### src/rtl/cpu_pkg.sv
// rtl/cpu_pkg.sv - FSM state encoding and port-index constants for the instruction-ROM arbiter
package cpu_pkg;

  typedef enum logic [1:0] {
    ST_IDLE  = 2'd0,
    ST_ISSUE = 2'd1,
    ST_WAIT  = 2'd2
  } state_e;

  localparam logic P_FETCH = 1'b0;
  localparam logic P_DBG   = 1'b1;

endpackage

### src/rtl/rr_pick2.sv
// rtl/rr_pick2.sv - combinational 2-way round-robin picker
module rr_pick2 (
  input  logic [1:0] req,
  input  logic       last,
  output logic       gnt_valid,
  output logic       gnt_idx
);

  // On a tie the port that did not win last time goes next.
  assign gnt_valid = |req;
  assign gnt_idx   = (&req) ? ~last : req[1];

endmodule

### src/rtl/irom_arbiter.sv
// rtl/irom_arbiter.sv - shares one instruction-ROM ready/valid port between CPU fetch and debug reads
module irom_arbiter
  import cpu_pkg::*;
#(
  parameter int DWIDTH  = 16,
  parameter int AWIDTH  = 12,
  parameter int TIMEOUT = 64
) (
  input  logic              clk,
  input  logic              rst_n,
  input  logic              req0,
  input  logic [AWIDTH-1:0] addr0,
  output logic              rsp_valid0,
  output logic              rsp_err0,
  output logic [DWIDTH-1:0] rsp_data0,
  input  logic              req1,
  input  logic [AWIDTH-1:0] addr1,
  output logic              rsp_valid1,
  output logic              rsp_err1,
  output logic [DWIDTH-1:0] rsp_data1,
  output logic              mem_ready,
  output logic [AWIDTH-1:0] mem_addr,
  input  logic [DWIDTH-1:0] mem_dout,
  input  logic              mem_valid,
  output logic              busy,
  output logic              owner
);

  localparam int CW = (TIMEOUT > 1) ? $clog2(TIMEOUT) : 1;
  localparam logic [CW-1:0] CNT_LAST = CW'(TIMEOUT - 1);

  state_e            state_q, state_d;
  logic              owner_q, owner_d;
  logic [AWIDTH-1:0] addr_q, addr_d;
  logic [CW-1:0]     cnt_q, cnt_d;
  logic              gnt_valid, gnt_idx;
  logic              done, err;

  rr_pick2 u_pick (
    .req       ({req1, req0}),
    .last      (owner_q),
    .gnt_valid (gnt_valid),
    .gnt_idx   (gnt_idx)
  );

  always_ff @(posedge clk or negedge rst_n) begin
    if (!rst_n) begin
      state_q <= ST_IDLE;
      owner_q <= P_DBG;
      addr_q  <= '0;
      cnt_q   <= '0;
    end else begin
      state_q <= state_d;
      owner_q <= owner_d;
      addr_q  <= addr_d;
      cnt_q   <= cnt_d;
    end
  end

  // mem_valid outside WAIT is deliberately ignored, so late ROM replies are dropped.
  always_comb begin
    state_d = state_q;
    owner_d = owner_q;
    addr_d  = addr_q;
    cnt_d   = cnt_q;
    done    = 1'b0;
    err     = 1'b0;
    case (state_q)
      ST_IDLE: begin
        if (gnt_valid) begin
          owner_d = gnt_idx;
          addr_d  = (gnt_idx == P_DBG) ? addr1 : addr0;
          state_d = ST_ISSUE;
        end
      end
      ST_ISSUE: begin
        cnt_d   = '0;
        state_d = ST_WAIT;
      end
      ST_WAIT: begin
        if (mem_valid) begin
          done    = 1'b1;
          state_d = ST_IDLE;
        end else if (cnt_q == CNT_LAST) begin
          done    = 1'b1;
          err     = 1'b1;
          state_d = ST_IDLE;
        end else begin
          cnt_d = cnt_q + CW'(1);
        end
      end
      default: state_d = ST_IDLE;
    endcase
  end

  assign mem_ready = (state_q == ST_ISSUE);
  assign mem_addr  = addr_q;
  assign busy      = (state_q != ST_IDLE);
  assign owner     = owner_q;

  assign rsp_valid0 = done & (owner_q == P_FETCH);
  assign rsp_err0   = rsp_valid0 & err;
  assign rsp_data0  = (rsp_valid0 && !err) ? mem_dout : '0;
  assign rsp_valid1 = done & (owner_q == P_DBG);
  assign rsp_err1   = rsp_valid1 & err;
  assign rsp_data1  = (rsp_valid1 && !err) ? mem_dout : '0;

endmodule

### config.mk
export PLATFORM = sky130hd
export DESIGN_NAME = irom_arbiter
export DESIGN_NICKNAME = d
export VERILOG_FILES = /design/src/rtl/cpu_pkg.sv /design/src/rtl/rr_pick2.sv /design/src/rtl/irom_arbiter.sv
export SDC_FILE = /design/constraint.sdc
export NUM_CORES = 1
export LEC_CHECK = 0
export BUFFER_PORTS_ARGS = -buffer_cell sky130_fd_sc_hd__buf_2
export CAP_MARGIN = 40
export CORE_MARGIN = 3
export CORE_UTILIZATION = 41
export DETAILED_ROUTE_END_ITERATION = 6
export GPL_TIMING_DRIVEN = 0
export MAX_ROUTING_LAYER = met4
export PLACE_DENSITY = 0.88
export SETUP_SLACK_MARGIN = 0.4
export SKIP_LAST_GASP = 1
export SYNTH_ARGS = -nofsm -noshare
export SYNTH_HDL_FRONTEND = slang
export SYNTH_SLANG_ARGS = --single-unit
### constraint.sdc
create_clock -name clk -period 1.8 [get_ports clk]
set_input_delay 0.27 -clock clk [delete_from_list [all_inputs] [get_ports clk]]
set_output_delay 0.27 -clock clk [all_outputs]
set_load 0.005 [all_outputs]
==> flow_summary.toml, run 1 <==
[die]
num_rows = 20
start_util = 0.441
die_x_um = 64.0
dieArea_um2 = 4090
core_um2 = 3130
ios = 96
die_h_um = 64.0

[logic_synthesis]
synth_edf_count = 0
synth-xor-area-share = 0
seq_area_frac_synth = 0.382
synth_compound_area_frac = 0.160
ys_warn_count = 0
syn_area_per_cell_um2 = 8.73
synth_area_um2 = 1380
synth_seq_cells = 21
syn_nets = 207
ys_top_cells_by_count = "32 x and2_1, 20 x dfrtp_1, 19 x nand2_1, 14 x o21ai_0, 12 x mux2i_1"
synth_top_family_by_area = "simple AND/OR/NAND/NOR gates"
yosysTopAreaCell = "dfrtp_1"
yosys.area_share.simple = 0.276
synth.mux.area_fraction = 0.0953
synthTopCellsByArea = "dfrtp_1 36%, and2_1 15%, mux2i_1 8.7%, nand2_1 5.2%, o21ai_0 5.1%"
async_reset_ff_frac = 1.00
syn_inst = 158
synth_top_area_share = 0.363
synthAdderAreaFrac = 0.0363
synth_cell_types = 36
synthMostInstantiatedCell = "and2_1"
synth-main-ff-cell = "dfrtp_1"

[setup_path]
start_kind = "register"
crit_required_ns = 1.53
worst-r2r-setup-slack_ns = 0.18
path_class = "register to primary output"
critPathMaxFanout = 5
arrival_ns = 1.66
rr_worst_depth = 6
crit_path_end_kind = "primary output"

[global_route]
overflow = 0
grt_use_met3 = 0.0369
grt_pass1_vias = 1513
grt_antenna_before_repair = 0
grt_max_degree = 22
grt_util_all_layers = 0.219
busiest_layer = "met2"
grt_pass1_wl_um = 6800
met2_usage = 0.408
met1_usage = 0.216

[cts]
cts-root-buf = "clkbuf_4"
cts_tree = "yes"
numCtsBuffers = 3
clock_sinks = 21
htreeDepth = 1
path_clk_slew_ns = 0.13
clkLatencyLatePin_ns = 0.32
clk_path_buf_depth = 2

[run]
maxCapViolCount = 0

[pwr]
power.density_nw_per_um2 = 1100
p_leak_nw = 1.30
irDropWorstVdd_mv = 0.750

[status]
violations = "setup timing"
run_status = "finished, violations left"

[hold_path]
whs_path_depth = 2
hold_path.class = "input port to register"

[final_layout]
nFillCells = 188
nets = 331
register_area_um2 = 529
area_growth_pct = 82.5
multi_input_area_um2 = 948
drive_gt1_frac = 0.648
diodes = 0
stdcell_area_um2 = 2520

[place]
io_buffers = 95
dpl.hpwl_um = 3100
dp_slack_ns = -0.0326
placed_area_um2 = 1930
gp_congestion = 0.852

[sta]
hold_slack_ns = 0.174
maxSlewViolCount = 0
final.min_clock_period_ns = 1.93
fin_crit_sh = 1.07
tightestPinTransition_ns = 0.475
final_hold_viol_count = 0
rsz0062_at_grt = "true"
finalSetupViolCount = 34
skew_ns = 0.00356
max-slew-margin-rel = 0.683
fin_ws_ns = -0.135
fmaxAchievable_ghz = 0.517

[route]
drt_wl_total_um = 5540
first_iter_violations = 126
wire_per_inst_um = 17.0
via_per_inst = 5.32
antenna_left = 0
route.detailed.drc = 0
dr.pass1.iters = 4
dr_total_vias = 1728
[final cells by class]
cell class,count,share of cell area
Multi-Input combinational cell,122,0.377
Timing Repair Buffer,119,0.331
Sequential cell,21,0.210
Buffer,8,0.0353
Tap cell,44,0.0219
Inverter,7,0.0124
Clock buffer,3,0.00895
Clock inverter,1,0.00298
[cells in the final DEF (no fill, tap or decap), types with 3 or more instances in the layout]
cell type,instances
o21ai_0,14
a21oi_1,4
nand2_1,17
buf_8,3
and2_4,22
buf_4,14
inv_1,4
nand4_1,3
ha_4,3
nor2_1,3
nor2_2,3
buf_2,74
dfrtp_1,18
buf_6,31
a21oi_2,3
clkbuf_4,5
and2_1,10
mux2i_1,12
[worst paths after layout]
check / to / startpoint
worst max-delay path: rsp_data0[13] / state_q[0]
worst min-delay path: owner / req0
worst max register to register: state_q[1] / cnt_q[0]
worst min register to register: mem_addr[11] / mem_addr[11]
max in group asynchronous: cnt_q[1] / rst_n
min in group asynchronous: mem_addr[3] / rst_n
[worst max-delay path, cell delays in order (launching register included)]
cell      delay (ns)
dfrtp_1         0.43
inv_2           0.09
ha_4            0.18
nand2b_4        0.07
nor2_4          0.15
clkbuf_8        0.17
and2_1          0.13
buf_2           0.12
[sequential cells by signal (all words and copies together) (netlist names)]
| name | count |
|---|---|
| state_q | 2 |
| mem_addr | 12 |
| owner | 1 |
| cnt_q | 6 |
[layer usage]
| metal | wire length, um | up-vias |
|---|---|---|
| met3 | 381 | 12 |
| li1 | - | 794 |
| met4 | 171 | 0 |
| met2 | 2960 | 100 |
| met5 | 0 | - |
| met1 | 2020 | 822 |
[per-stage QoR]
step	total power, W	std cells	setup TNS, ns	util
after floorplan	0.00138	158	0	-
after global placement	0.00179	297	-0.00718	0.617
after detailed placement	0.00183	297	-0.144	0.617
after CTS	0.00246	319	-1.62	0.735
after global routing	0.00294	325	-4.15	0.804
final	0.00277	325	-3.20	0.804
[cell families after synthesis]
kind of cell    count (synthesis)
fa+ha+maj                       4
simple gates                   71
mux                            13
buf+inv                        15
compound gates                 34
flops                          21
[what timing repair did]
action / in CTS / in global routing
gates cloned: 2 / 1
buffers inserted: 15 / 5
hold buffers: 1 / 0
hold endpoints to repair: 20 / 0
pin swaps: 26 / 17
setup endpoints to repair: 55 / 59
gates resized for setup: 50 / 45
[report_power, final]
group          internal, W  total, W  leakage, nW  switching, W
combinational     0.000908   0.00174         1.02      0.000833
clock            0.0000852  0.000250       0.0139      0.000165
sequential        0.000660  0.000778        0.264      0.000118
total              0.00165   0.00277         1.30       0.00112
Power figures use the tool's default switching activity.
==> run 2, diff against run 1 <==
- CORE_UTILIZATION: 41 -> 44
- GPL_ROUTABILITY_DRIVEN: unset -> 1
- PLACE_DENSITY: 0.88 -> 0.93
- clock period: 1.8 -> 2.3 ns (I/O delays scaled with it)
==> run 2 against run 1 <==
  * The run now ends clean
  * Combinational power down 33%
  * Register-to-register slack better by 0.26 ns
  * Worst hold slack gained 0.070 ns
  * Clock power down 20%
  * Global-route usage up 2.8 points
  * Design area down 6.3%
  * Via count is 4.3% higher
  * Non-clock buffer count fell by 8
  * Critical path depth shrank 2
  * Count of clock-buffer cells in the layout stayed put
  * Die area decreased by 6.2%
  * Largest cell class unchanged
==> flow_summary.toml, run 2 (synthesis results as in run 1) <==
[final_layout]
area_growth_pct = 71.1
nets = 323
final_common_cell = "buf_2"
multi_input_area_um2 = 902
fin_cells = 315
nFillCells = 162
largest_reg_flops = 12
diodes = 0
register_area_um2 = 528
drive_gt1_frac = 0.579
layout_common_cells = "75 x buf_2, 25 x buf_6, 21 x and2_4, 19 x dfrtp_1, 18 x nand2_1"

[pwr]
p_leak_nw = 1.23
irDropWorstVdd_mv = 0.707
power.density_nw_per_um2 = 839

[setup_path]
critPathMaxFanout = 5
path_class = "register to primary output"
rr_worst_depth = 7
arrival_ns = 1.69
crit_path_end_kind = "primary output"
crit_required_ns = 1.96
start_kind = "register"

[sta]
maxSlewViolCount = 0
setup_tns_ns = 0
finalSetupViolCount = 0
final_hold_viol_count = 0
tightestPinTransition_ns = 0.474
fin_crit_sh = 0.884
max-slew-margin-rel = 0.684
skew_ns = 0.00143
final.min_clock_period_ns = 2.03
rsz0062_at_grt = "true"
fmaxAchievable_ghz = 0.492

[cts]
cts-root-buf = "clkbuf_4"
clkLatencyLatePin_ns = 0.32
numCtsBuffers = 3
clk_path_buf_depth = 2
clock_sinks = 21
htreeDepth = 1
cts_tree = "yes"
path_clk_slew_ns = 0.14

[die]
start_util = 0.479
ios = 96
num_rows = 19
core_um2 = 2880
die_x_um = 62.0
die_h_um = 62.0
dieArea_um2 = 3840

[global_route]
grt_max_degree = 22
grt_antenna_before_repair = 0
grt_pass1_wl_um = 6880
overflow = 0
grt_util_all_layers = 0.247
grt_pass1_vias = 1550

[hold_path]
whs_path_depth = 2
hold_path.class = "input port to register"

[route]
wire_per_inst_um = 18.8
dr.pass1.iters = 6
route.detailed.drc = 0
via_per_inst = 5.72
antenna_left = 0
first_iter_violations = 138
dr_total_vias = 1802
drt_wl_total_um = 5920

[place]
gp_congestion = 0.901
dp.cells = 295
dpl.hpwl_um = 3290
io_buffers = 95

[status]
run_status = "finished, final reports clean"

[run]
maxCapViolCount = 0
[run 2: cell count changes in the layout (fill, tap and decap cells not counted), sizes merged]
cell    before  now
buf        122  113
clkbuf       7    8
[run 2: metrics by stage]
step | util | area, um2 | hold WS (ns) | setup slack, ns | total power [W]
6_report | 0.820 | 2360 | 0.244 | 0.267 | 0.00198
5_1_grt | 0.820 | 2360 | 0.261 | 0.234 | 0.00208
4_1_cts | 0.753 | 2170 | 0.247 | 0.375 | 0.00180
3_5_place_dp | 0.663 | 1910 | 0.328 | 0.285 | 0.00142
3_3_place_gp | 0.663 | 1910 | 0.319 | 0.333 | 0.00137
2_1_floorplan | - | 1380 | 0.0494 | 0.643 | 0.00107
[run 2: cell type report]
| cell class | count | share of cell area |
|---|---|---|
| Buffer | 8 | 0.0276 |
| Inverter | 7 | 0.0111 |
| Timing Repair Buffer | 111 | 0.320 |
| Clock buffer | 3 | 0.00955 |
| Multi-Input combinational cell | 122 | 0.382 |
| Tap cell | 42 | 0.0223 |
| Clock inverter | 1 | 0.00318 |
| Sequential cell | 21 | 0.224 |
[run 2: path summary, 6_finish.rpt]
path / startpoint / end / slack (ns)
worst max-delay path: cnt_q[0] / rsp_err0 / 0.27
worst min-delay path: req0 / owner / 0.24
worst max register to register: state_q[0] / mem_addr[3] / 0.44
worst min register to register: mem_addr[7] / mem_addr[7] / 0.50
max in group asynchronous: rst_n / owner / 1.45
min in group asynchronous: rst_n / mem_addr[8] / 0.50
[run 2: report_power, final]
group | total, W | switching, W | leakage, nW | internal [W]
Clock | 0.000200 | 0.000134 | 0.0139 | 0.0000664
Combinational | 0.00116 | 0.000620 | 0.953 | 0.000540
Sequential | 0.000620 | 0.000103 | 0.265 | 0.000516
Total | 0.00198 | 0.000857 | 1.23 | 0.00112
[run 2: critical path, cell delays in order (launching register included)]
cell and delay, ns:
dfrtp_2 0.44, ha_4 0.19, and4b_1 0.27, nand3_2 0.13, nor2_1 0.17, buf_2 0.16
[run 2: per-layer routing]
metal | share of wire | up-vias | GRT usage | wire [um]
met5 | 0 | - | - | 0
met4 | 0.058 | 0 | 0.0758 | 344
met3 | 0.077 | 42 | 0.0248 | 456
met2 | 0.54 | 142 | 0.454 | 3190
met1 | 0.33 | 845 | 0.278 | 1930
li1 | - | 773 | - | -
[run 2: repair_timing]
item / 4_1_cts / 5_1_grt
setup endpoints to repair: 36 / 37
setup buffers: 11 / 2
gates resized for setup: 29 / 43
hold buffers: 1 / 0
cloned: 2 / 0
endpoints found under the hold margin: 20 / 0
pin swaps: 21 / 14
==> run 3, diff against run 2 <==
==> constraint.sdc (replaced) <==
create_clock -name clk -period 2.3 [get_ports clk]
set_input_delay 0.345 -clock clk [delete_from_list [all_inputs] [get_ports clk]]
set_output_delay 0.345 -clock clk [all_outputs]
set_load 0.02 [all_outputs]
==> run 3 against run 2 <==
  * Routed wire length grew 9.0%
  * Worst hold slack lost 0.0084 ns
  * Flip-flop and latch count is the same
  * Largest power group unchanged
  * Sequential power is essentially flat
  * Sequential share of layout area shrank 1.1 points
  * Register-to-register slack lost 0.06 ns
==> flow_summary.toml, run 3 (synthesis results as in run 1) <==
[cts]
clk_path_buf_depth = 2
cts-root-buf = "clkbuf_4"
path_clk_slew_ns = 0.13
clock_sinks = 21
numCtsBuffers = 3
htreeDepth = 1
cts_tree = "yes"
clkLatencyLatePin_ns = 0.33

[die]
start_util = 0.479
ios = 96
num_rows = 19
core_um2 = 2880
dieArea_um2 = 3840
die_h_um = 62.0
die_x_um = 62.0

[sta]
fmaxAchievable_ghz = 0.490
maxSlewViolCount = 0
max-slew-margin-rel = 0.635
skew_ns = 0.00626
tightestPinTransition_ns = 0.542
fin_crit_sh = 0.887
final_hold_viol_count = 0
final.min_clock_period_ns = 2.04
hold_slack_ns = 0.236
finalSetupViolCount = 0
rsz0062_at_grt = "true"
setup_tns_ns = 0

[final_layout]
final_common_cell = "buf_2"
nets = 329
diodes = 0
drive_gt1_frac = 0.599
area_growth_pct = 79.6
multi_input_area_um2 = 927
nFillCells = 126
register_area_um2 = 528
layout_common_cells = "60 x buf_2, 29 x buf_4, 29 x buf_6, 22 x and2_4, 19 x dfrtp_1"
largest_reg_flops = 12
final_util = 0.861

[route]
antenna_left = 0
dr_total_vias = 1852
drt_wl_total_um = 6460
dr.pass1.iters = 4
route.detailed.drc = 0
wire_per_inst_um = 20.1
first_iter_violations = 97
via_per_inst = 5.77

[setup_path]
crit_path_end_kind = "primary output"
cp.buffers_inverters = 3
path_class = "register to primary output"
worstPathCellList = "inv_2 -> ha_4 -> nand2_4 -> nor2_4 -> buf_6 -> and2_4 -> buf_6"
crit_required_ns = 1.96
cp_slowest_cell = "dfrtp_1"
arrival_ns = 1.70
critPathMaxStageDelay_ns = 0.42
critPathMaxFanout = 5
crit_top_cell = "buf_6"
start_kind = "register"
cp_top_family = "flip-flops"

[place]
gp_congestion = 0.901
dpl.hpwl_um = 3290
io_buffers = 95

[global_route]
grt_pass1_vias = 1659
overflow = 0
grt_pass1_wl_um = 7710
grt_util_all_layers = 0.282
grt_max_degree = 22
grt_antenna_before_repair = 0

[hold_path]
hold_path.class = "input port to register"

[run]
maxCapViolCount = 0

[pwr]
p_leak_nw = 1.26
irDropWorstVdd_mv = 0.947
power.density_nw_per_um2 = 912

[status]
run_status = "finished, final reports clean"
-- run 3: cell type report --
type / instances / share of cell area
Buffer: 8 / 0.0268
Clock buffer: 3 / 0.00910
Clock inverter: 1 / 0.00303
Inverter: 7 / 0.0106
Multi-Input combinational cell: 122 / 0.374
Sequential cell: 21 / 0.213
Tap cell: 42 / 0.0212
Timing Repair Buffer: 117 / 0.342
-- run 3: repair_timing --
action,4_1_cts,5_1_grt
gates resized for setup,72,46
setup endpoints to repair,36,38
setup buffers,10,10
endpoints found under the hold margin,20,0
hold buffers,1,0
pin swaps,13,17
gates cloned,1,0
-- run 3: metal layers --
layer	share of wire	global-route usage	vias to the layer above
met1	0.31	0.285	862
met4	0.080	0.148	0
met5	0	-	-
met3	0.085	0.0393	52
li1	-	-	782
met2	0.53	0.519	156
-- run 3: final timing paths --
check                           slack [ns]            to  cells past startpoint          from
worst max register to register        0.38   mem_addr[9]                      6    state_q[0]
worst min register to register        0.50  mem_addr[10]                      2  mem_addr[10]
max in group asynchronous             1.46         owner                      2         rst_n
worst max-delay path                  0.26  rsp_data1[0]                      7    state_q[0]
worst min-delay path                  0.24         owner                      2          req0
min in group asynchronous             0.49   mem_addr[4]                      2         rst_n
-- run 3: worst reg2reg max path, stage by stage (launching register included) --
cell and delay [ns]:
dfrtp_1 0.39, inv_2 0.07, buf_4 0.13, ha_1 0.26, o21ai_1 0.26, clkbuf_1 0.43
o21ai_0 0.23
-- run 3: report_power, final --
part	total, W	leakage [nW]	switching [W]	internal, W
combinational	0.00143	0.983	0.000856	0.000576
sequential	0.000621	0.265	0.000104	0.000517
clock	0.000206	0.0139	0.000139	0.0000667
total	0.00226	1.26	0.00110	0.00116
-- run 3: metrics by stage --
stage / setup slack (ns) / total power, W / instance area, um2 / cells
detailed placement: 0.234 / 0.00163 / 1910 / 295
floorplan: 0.542 / 0.00127 / 1380 / 158
CTS: 0.350 / 0.00204 / 2260 / 311
global placement: 0.282 / 0.00158 / 1910 / 295
finish: 0.259 / 0.00226 / 2480 / 321
global route: 0.208 / 0.00237 / 2480 / 321
